### src/rtl/mem_port_arbiter.sv
// Two-requester arbiter/sequencer for the shared single-ported 16-bit RAM.
// Define MEM_ARB_FIXED_PRIO_EN to replace round-robin tie-breaking with fixed priority for requester 0.
module mem_port_arbiter #(
  parameter int AW     = 9,
  parameter int DW     = 16,
  parameter int RD_LAT = 1
) (
  input  logic          clk,
  input  logic          reset,
  input  logic          r0_req,
  input  logic          r0_we,
  input  logic [AW-1:0] r0_addr,
  input  logic [DW-1:0] r0_wdata,
  output logic          r0_gnt,
  output logic          r0_rvalid,
  input  logic          r1_req,
  input  logic          r1_we,
  input  logic [AW-1:0] r1_addr,
  input  logic [DW-1:0] r1_wdata,
  output logic          r1_gnt,
  output logic          r1_rvalid,
  output logic [DW-1:0] rdata,
  output logic [1:0]    mem_cmd,
  output logic [AW-1:0] mem_addr,
  output logic [DW-1:0] mem_wdata,
  input  logic [DW-1:0] mem_rdata
);

  localparam logic [1:0] MREAD    = 2'd1;
  localparam logic [1:0] MNONE    = 2'd2;
  localparam logic [1:0] MWRITE   = 2'd3;
  localparam logic [1:0] LAT_LOAD = 2'(RD_LAT - 1);

  typedef enum logic [1:0] {IDLE, ISSUE, WAIT, RESP} state_t;

  state_t        state;
  logic          op_read;
  logic          owner;
  logic [1:0]    cnt;
  logic          window_open;
  logic          accept;
  logic          sel;
  logic          sel_we;
  logic [AW-1:0] sel_addr;
  logic [DW-1:0] sel_wdata;

`ifndef MEM_ARB_FIXED_PRIO_EN
  logic          last_gnt;
`endif

  // A pending read owns the RAM until its data returns, so only writes let the window stay open in ISSUE.
  assign window_open = !reset &&
                       ((state == IDLE) || (state == RESP) || ((state == ISSUE) && !op_read));
  assign accept      = window_open && (r0_req || r1_req);

  always_comb begin
    sel = 1'b0;
    if (r1_req && !r0_req) begin
      sel = 1'b1;
    end
`ifndef MEM_ARB_FIXED_PRIO_EN
    else if (r0_req && r1_req) begin
      sel = ~last_gnt;
    end
`endif
  end

  assign r0_gnt    = accept && !sel;
  assign r1_gnt    = accept && sel;
  assign sel_we    = sel ? r1_we    : r0_we;
  assign sel_addr  = sel ? r1_addr  : r0_addr;
  assign sel_wdata = sel ? r1_wdata : r0_wdata;

  // mem_cmd defaults to MNONE every cycle so a command is only ever valid in its ISSUE cycle.
  always_ff @(posedge clk) begin
    if (reset) begin
      state     <= IDLE;
      mem_cmd   <= MNONE;
      mem_addr  <= '0;
      mem_wdata <= '0;
      rdata     <= '0;
      r0_rvalid <= 1'b0;
      r1_rvalid <= 1'b0;
      op_read   <= 1'b0;
      owner     <= 1'b0;
      cnt       <= 2'd0;
`ifndef MEM_ARB_FIXED_PRIO_EN
      last_gnt  <= 1'b1;
`endif
    end else begin
      mem_cmd   <= MNONE;
      r0_rvalid <= 1'b0;
      r1_rvalid <= 1'b0;
      if (accept) begin
        state     <= ISSUE;
        mem_cmd   <= sel_we ? MWRITE : MREAD;
        mem_addr  <= sel_addr;
        mem_wdata <= sel_wdata;
        owner     <= sel;
        op_read   <= !sel_we;
`ifndef MEM_ARB_FIXED_PRIO_EN
        last_gnt  <= sel;
`endif
      end else begin
        case (state)
          ISSUE: begin
            if (op_read) begin
              state <= WAIT;
              cnt   <= LAT_LOAD;
            end else begin
              state <= IDLE;
            end
          end
          WAIT: begin
            if (cnt == 2'd0) begin
              rdata     <= mem_rdata;
              r0_rvalid <= !owner;
              r1_rvalid <= owner;
              state     <= RESP;
            end else begin
              cnt <= cnt - 2'd1;
            end
          end
          default: state <= IDLE;
        endcase
      end
    end
  end

endmodule

### config.mk
export PLATFORM = sky130hd
export DESIGN_NAME = mem_port_arbiter
export DESIGN_NICKNAME = d
export VERILOG_FILES = /design/src/rtl/mem_port_arbiter.sv
export SDC_FILE = /design/constraint.sdc
export NUM_CORES = 1
export LEC_CHECK = 0
export ABC_AREA = 0
export CAP_MARGIN = 15
export CORE_UTILIZATION = 40
export CTS_BUF_LIST = sky130_fd_sc_hd__clkbuf_8 sky130_fd_sc_hd__clkbuf_16
export DETAILED_ROUTE_END_ITERATION = 8
export PLACE_DENSITY = 0.8
export SLEW_MARGIN = 40
export SYNTH_ARGS = -nofsm -noshare
export SYNTH_HDL_FRONTEND = slang
export SYNTH_SLANG_ARGS = --single-unit
### constraint.sdc
create_clock -name clk -period 2.3 [get_ports clk]
set_clock_uncertainty 0.2 [all_clocks]
set_input_delay 0.46 -clock clk [delete_from_list [all_inputs] [get_ports clk]]
set_output_delay 0.46 -clock clk [all_outputs]
set_load 0.01 [all_outputs]
**Word level (Yosys, flattened, before mapping)**

Index checks and enable logic that the tools add are counted.

- Bits of input ports: 72
- Register bits after elaboration: 52
- Logic and storage cells: 61
- Output and inout bits: 47

- Reductions and logical operators: 24
- Bitwise logic cells: 4
- Equal/unequal tests: 7
- Multiplexer cells: 13
- $add $sub $neg: 1

Operator list:

| kind | count |
|---|---|
| 2-to-1 mux 16 bit | 1 |
| 2-to-1 mux 2 bit | 5 |
| 2-to-1 mux 9 bit | 1 |
| case mux 2 bit (2 select lines) | 2 |
| logical AND 1 bit | 7 |
| zero test 1 bit | 6 |
| inequality test 2 bit, second input constant | 3 |
| equality test 2 bit, second input constant | 2 |
| zero test 2 bit | 2 |
| 2-to-1 mux 1 bit | 4 |
| NOT 1 bit | 4 |
| AND reduction 4 bit | 1 |
| OR reduction 2 bit | 2 |
| OR reduction 4 bit | 1 |
| logical OR 1 bit | 3 |
| inequality test 3 bit, second input constant | 1 |
| AND reduction 3 bit | 1 |
| equality test 2 x 1 -> 1 bit, second input constant | 1 |
| nonzero test 2 bit | 1 |
| subtractor 2 x 1 -> 2 bit, second input constant | 1 |

**Depth between registers and ports, before layout**

- Depth in word-level cells: 7
- Gate-level depth with buffers: 9
- Gate-level depth less buffers: 7

**Worst setup path before layout**

No wires, ideal clock.

- Path type: input-to-output
- From: input reset
- To: output r0_gnt
- Path slack: 303 ps
- Path buffers: 3
- Data arrival time: 1,337 ps
- Data required time: 1,640 ps
- Cell stages on the path: 6
- Cells stage by stage: clkbuf_2 o21ba_4 o21ai_2 buf_6 buf_2 nor2_1

- Word-level cells in the longest chain between the ends: 4

RTL lines:

| item | line | text |
|---|---|---|
| from (decl) | 9 | `input logic reset,` |
| zero test 1 bit | 52 | `assign window_open = !reset &&` |
| logical AND 1 bit | 52 |  |
| logical AND 1 bit | 54 | `assign accept = window_open && (r0_req \|\| r1_req);` |
| logical AND 1 bit | 68 | `assign r0_gnt = accept && !sel;` |
| to (decl) | 14 | `output logic r0_gnt,` |

Every way passes these cells.

**Final worst setup path**

- From: register state[1]
- To: output r1_gnt

- Word-level cells in the longest chain between the ends: 6
- Elaborated cells on any way between the ends: 9
- Classes of those cells: 2 x eq/ne; 7 x reduce/logical

RTL lines:

| item | line | text |
|---|---|---|
| from (decl) | 36 | `state_t state;` |
| from (signal assigned) | 77 | `state <= IDLE;` |
| from (signal assigned) | 95 | `state <= ISSUE;` |
| from (signal assigned) | 108 | `state <= WAIT;` |
| equality test 2 bit, or another cell as far along | 53 | `((state == IDLE) \|\| (state == RESP) \|\| ((state == ISSUE) && !op_read));` |
| logical OR 1 bit or logical AND 1 bit (tied branches) | 53 |  |
| logical OR 1 bit * | 53 |  |
| logical AND 1 bit * | 52 |  |
| logical AND 1 bit * | 54 |  |
| logical AND 1 bit * | 69 | `assign r1_gnt = accept && sel;` |
| to (decl) | 20 | `output logic r1_gnt,` |

Mark *: on every way between the ends. The rest lies on a longest branch, timed or not.

==> results.py <==
metrics = {
    "outcome": {
        "outcome": "completed",
    },
    "die": {
        "die_h_um": 79.0,
        "coreArea_um2": 5610,
        "fp.dieW_um": 79.0,
        "core.rowCount": 27,
        "initial_core_util_pct": 42.3,
        "num_io_pins": 119,
        "die-area_um2": 6240,
    },
    "global_route": {
        "grt_pass1_wl_um": 11000,
        "antenna_found_initial": 0,
        "globalRouteTotalUtil_pct": 22.1,
        "grt_overflow_total": 0,
        "grt_pass1_vias": 2437,
        "grt_max_degree": 51,
    },
    "sta": {
        "period_share_pct": 96.2,
        "hold_viol_final": 0,
        "min_period_ps": 2210,
        "setup_viol": 0,
        "worstMarginPinSlew_ps": 680,
        "relSlewSlack_pct": 54.7,
        "drv_slew": 0,
        "max_freq_mhz": 452,
        "tns_ps": 0,
        "fin_hold_ws_ps": 264,
    },
    "pwr": {
        "ir_drop_mv": 0.333,
        "power_density_nw_per_um2": 544,
        "leakage_nw": 1.36,
        "p_total_mw": 2.02,
    },
    "hold_path": {
        "hold_path_class": "reg2reg",
        "holdPathStages": 1,
    },
    "yosys": {
        "synth_most_common_cell": "dfxtp_1",
        "synthTopCellsByCount": "dfxtp_1 (52), a21oi_1 (45), nand2_1 (32), a211oi_2 (24), nor2_1 (24)",
        "synth_edf_count": 0,
        "synth_area_leaders": "dfxtp_1 (44%), a211oi_2 (13%), a21oi_1 (9.5%)",
        "syn_inst": 272,
        "synth_cell_types": 33,
        "synthDominantCellAreaShare_pct": 43.9,
        "synth_area_um2": 2370,
        "synth-seq-cells": 52,
        "ys.flop_type": "dfxtp_1",
        "ys_async_sr_fraction_pct": 0,
        "yosys_warnings": 0,
        "syn_avg_cell_area_um2": 8.72,
        "syn-num-nets": 347,
        "yosys.area.top_type": "dfxtp_1",
        "seq_area_frac_synth_pct": 43.9,
    },
    "finish": {
        "stdcell_count": 458,
        "drive_gt1_share_pct": 16.8,
        "diodes": 0,
        "nets": 460,
        "fin_area_um2": 3720,
        "syn_to_final_growth_pct": 57.0,
    },
    "worst_setup_path": {
        "ff2ff_setup_slack_ps": 280,
        "endpoint_kind": "output pin",
        "critPathMaxFanout": 4,
        "reg2reg_depth": 7,
        "arrival_ps": 1550,
        "r2r-start": "state[1]",
        "critPathKind": "reg2out",
        "worstPathRequired_ps": 1640,
        "crit_path_end": "r1_gnt",
        "r2r-end": "rdata[5]",
        "startpoint": "state[1]",
        "cp-start-kind": "register",
    },
    "clock_tree": {
        "clk_path_buf_depth": 2,
        "cts_sinks": 52,
        "tritoncts": "built",
        "clkTransAtPathRegs_ps": 90,
        "cts_buffers": 5,
        "postCtsHoldBufs": 0,
        "clk_latency_ps": 300,
        "htreeDepth": 2,
        "root_buffer": "clkbuf_8",
    },
    "route": {
        "wl_per_cell_um": 14.3,
        "ant_nets": 0,
        "firstDrtPassIters": 4,
        "drc_errors": 0,
        "routed_wirelength_um": 6570,
        "vias": 2373,
        "viasPerCell": 5.18,
        "drtIter0Drc": 95,
    },
    "placement": {
        "portBuffers": 118,
        "hpwl_um": 4490,
        "gp_congestion": 0.710,
        "placement.cell_area_um2": 3590,
        "dp.cells": 448,
    },
    "job": {
        "cap_violations": 0,
    },
}
## report_power, final
part / internal (mW) / switching (mW)
registers: 0.951 / 0.0285
logic: 0.281 / 0.234
clock network: 0.241 / 0.290
total: 1.47 / 0.552
## sequential cells by signal (all words and copies together), names as in the netlist
register   flops
cnt            2
last_gnt       1
mem_addr       9
mem_cmd        2
mem_wdata     16
op_read        1
owner          1
r0_rvalid      1
r1_rvalid      1
rdata         16
state          2
## worst min path at each step
stage               startpoint   endpoint  slack [ps]
floorplan                owner  r0_rvalid         230
global placement         owner  r0_rvalid         240
detailed placement       owner  r0_rvalid         260
CTS                      owner  r0_rvalid         270
global route             owner  r0_rvalid         300
finish                   owner  r0_rvalid         260
## placed cells by master, fill, tap and decap left out, drive strengths merged, types with 2 or more instances in the layout
cell type      synthesis  routed
clkdlybuf4s50          0     113
dfxtp                 52      52
a21oi                 46      46
nand2                 33      33
nor2                  28      28
a211oi                26      26
nand3                 19      19
o21ai                 19      19
buf                   17      14
inv                    7       7
clkbuf                 8       6
ha                     3       3
nand3b                 2       2
a31oi                  2       2
clkinv                 0       2
dlygate4sd2            0       2
## critical path, stage by stage, from the launching register on
cell and delay [ps]:
dfxtp_4 360, inv_1 40, ha_2 170, nor2b_4 130, o21ai_4 180, inv_2 60
nand2_2 60, inv_1 40, clkdlybuf4s15_1 210
## what timing repair did
action,CTS,global route
setup buffers,0,2
resized for setup,6,6
pin swaps,0,1
endpoints found under the setup margin,2,2
## kinds of logic (layout without fill, tap and decap cells)
| kind of cell | count (synthesis) | after routing | synth area share [%] |
|---|---|---|---|
| and+or+nand+nor | 88 | 88 | 17.2 |
| AOI/OAI and AO/OA | 97 | 97 | 29.8 |
| adders and majority gates | 3 | 3 | 1.58 |
| DFF | 52 | 52 | 43.9 |
| buffers and inverters | 32 | 146 | 7.54 |
## cell type report
class | instances | area [um2]
fill | 483 | 1880
timing repair buffer | 131 | 1290
multi-input combinational | 188 | 1180
sequential | 52 | 1050
tap | 72 | 90.1
clock buffer | 6 | 82.6
inverter | 7 | 26.3
clock inverter | 2 | 10.0
## metrics by stage
step                utilization [%]  setup WS [ps]
detailed placement             64.0           -292
CTS                            65.9          -48.2
global route                   66.4          -3.86
global placement               64.0           -248
finish                         66.4           87.0
floorplan                         -            303
## per-layer routing
metal | track usage, % | routed length [um] | vias to the layer above
li1 | - | - | 1170
met1 | 26.0 | 2790 | 1108
met2 | 38.4 | 3270 | 78
met3 | 4.14 | 321 | 17
met4 | 10.7 | 188 | 0
met5 | 0 | 0 | -
Note: power is estimated with default switching activity, not from simulation.
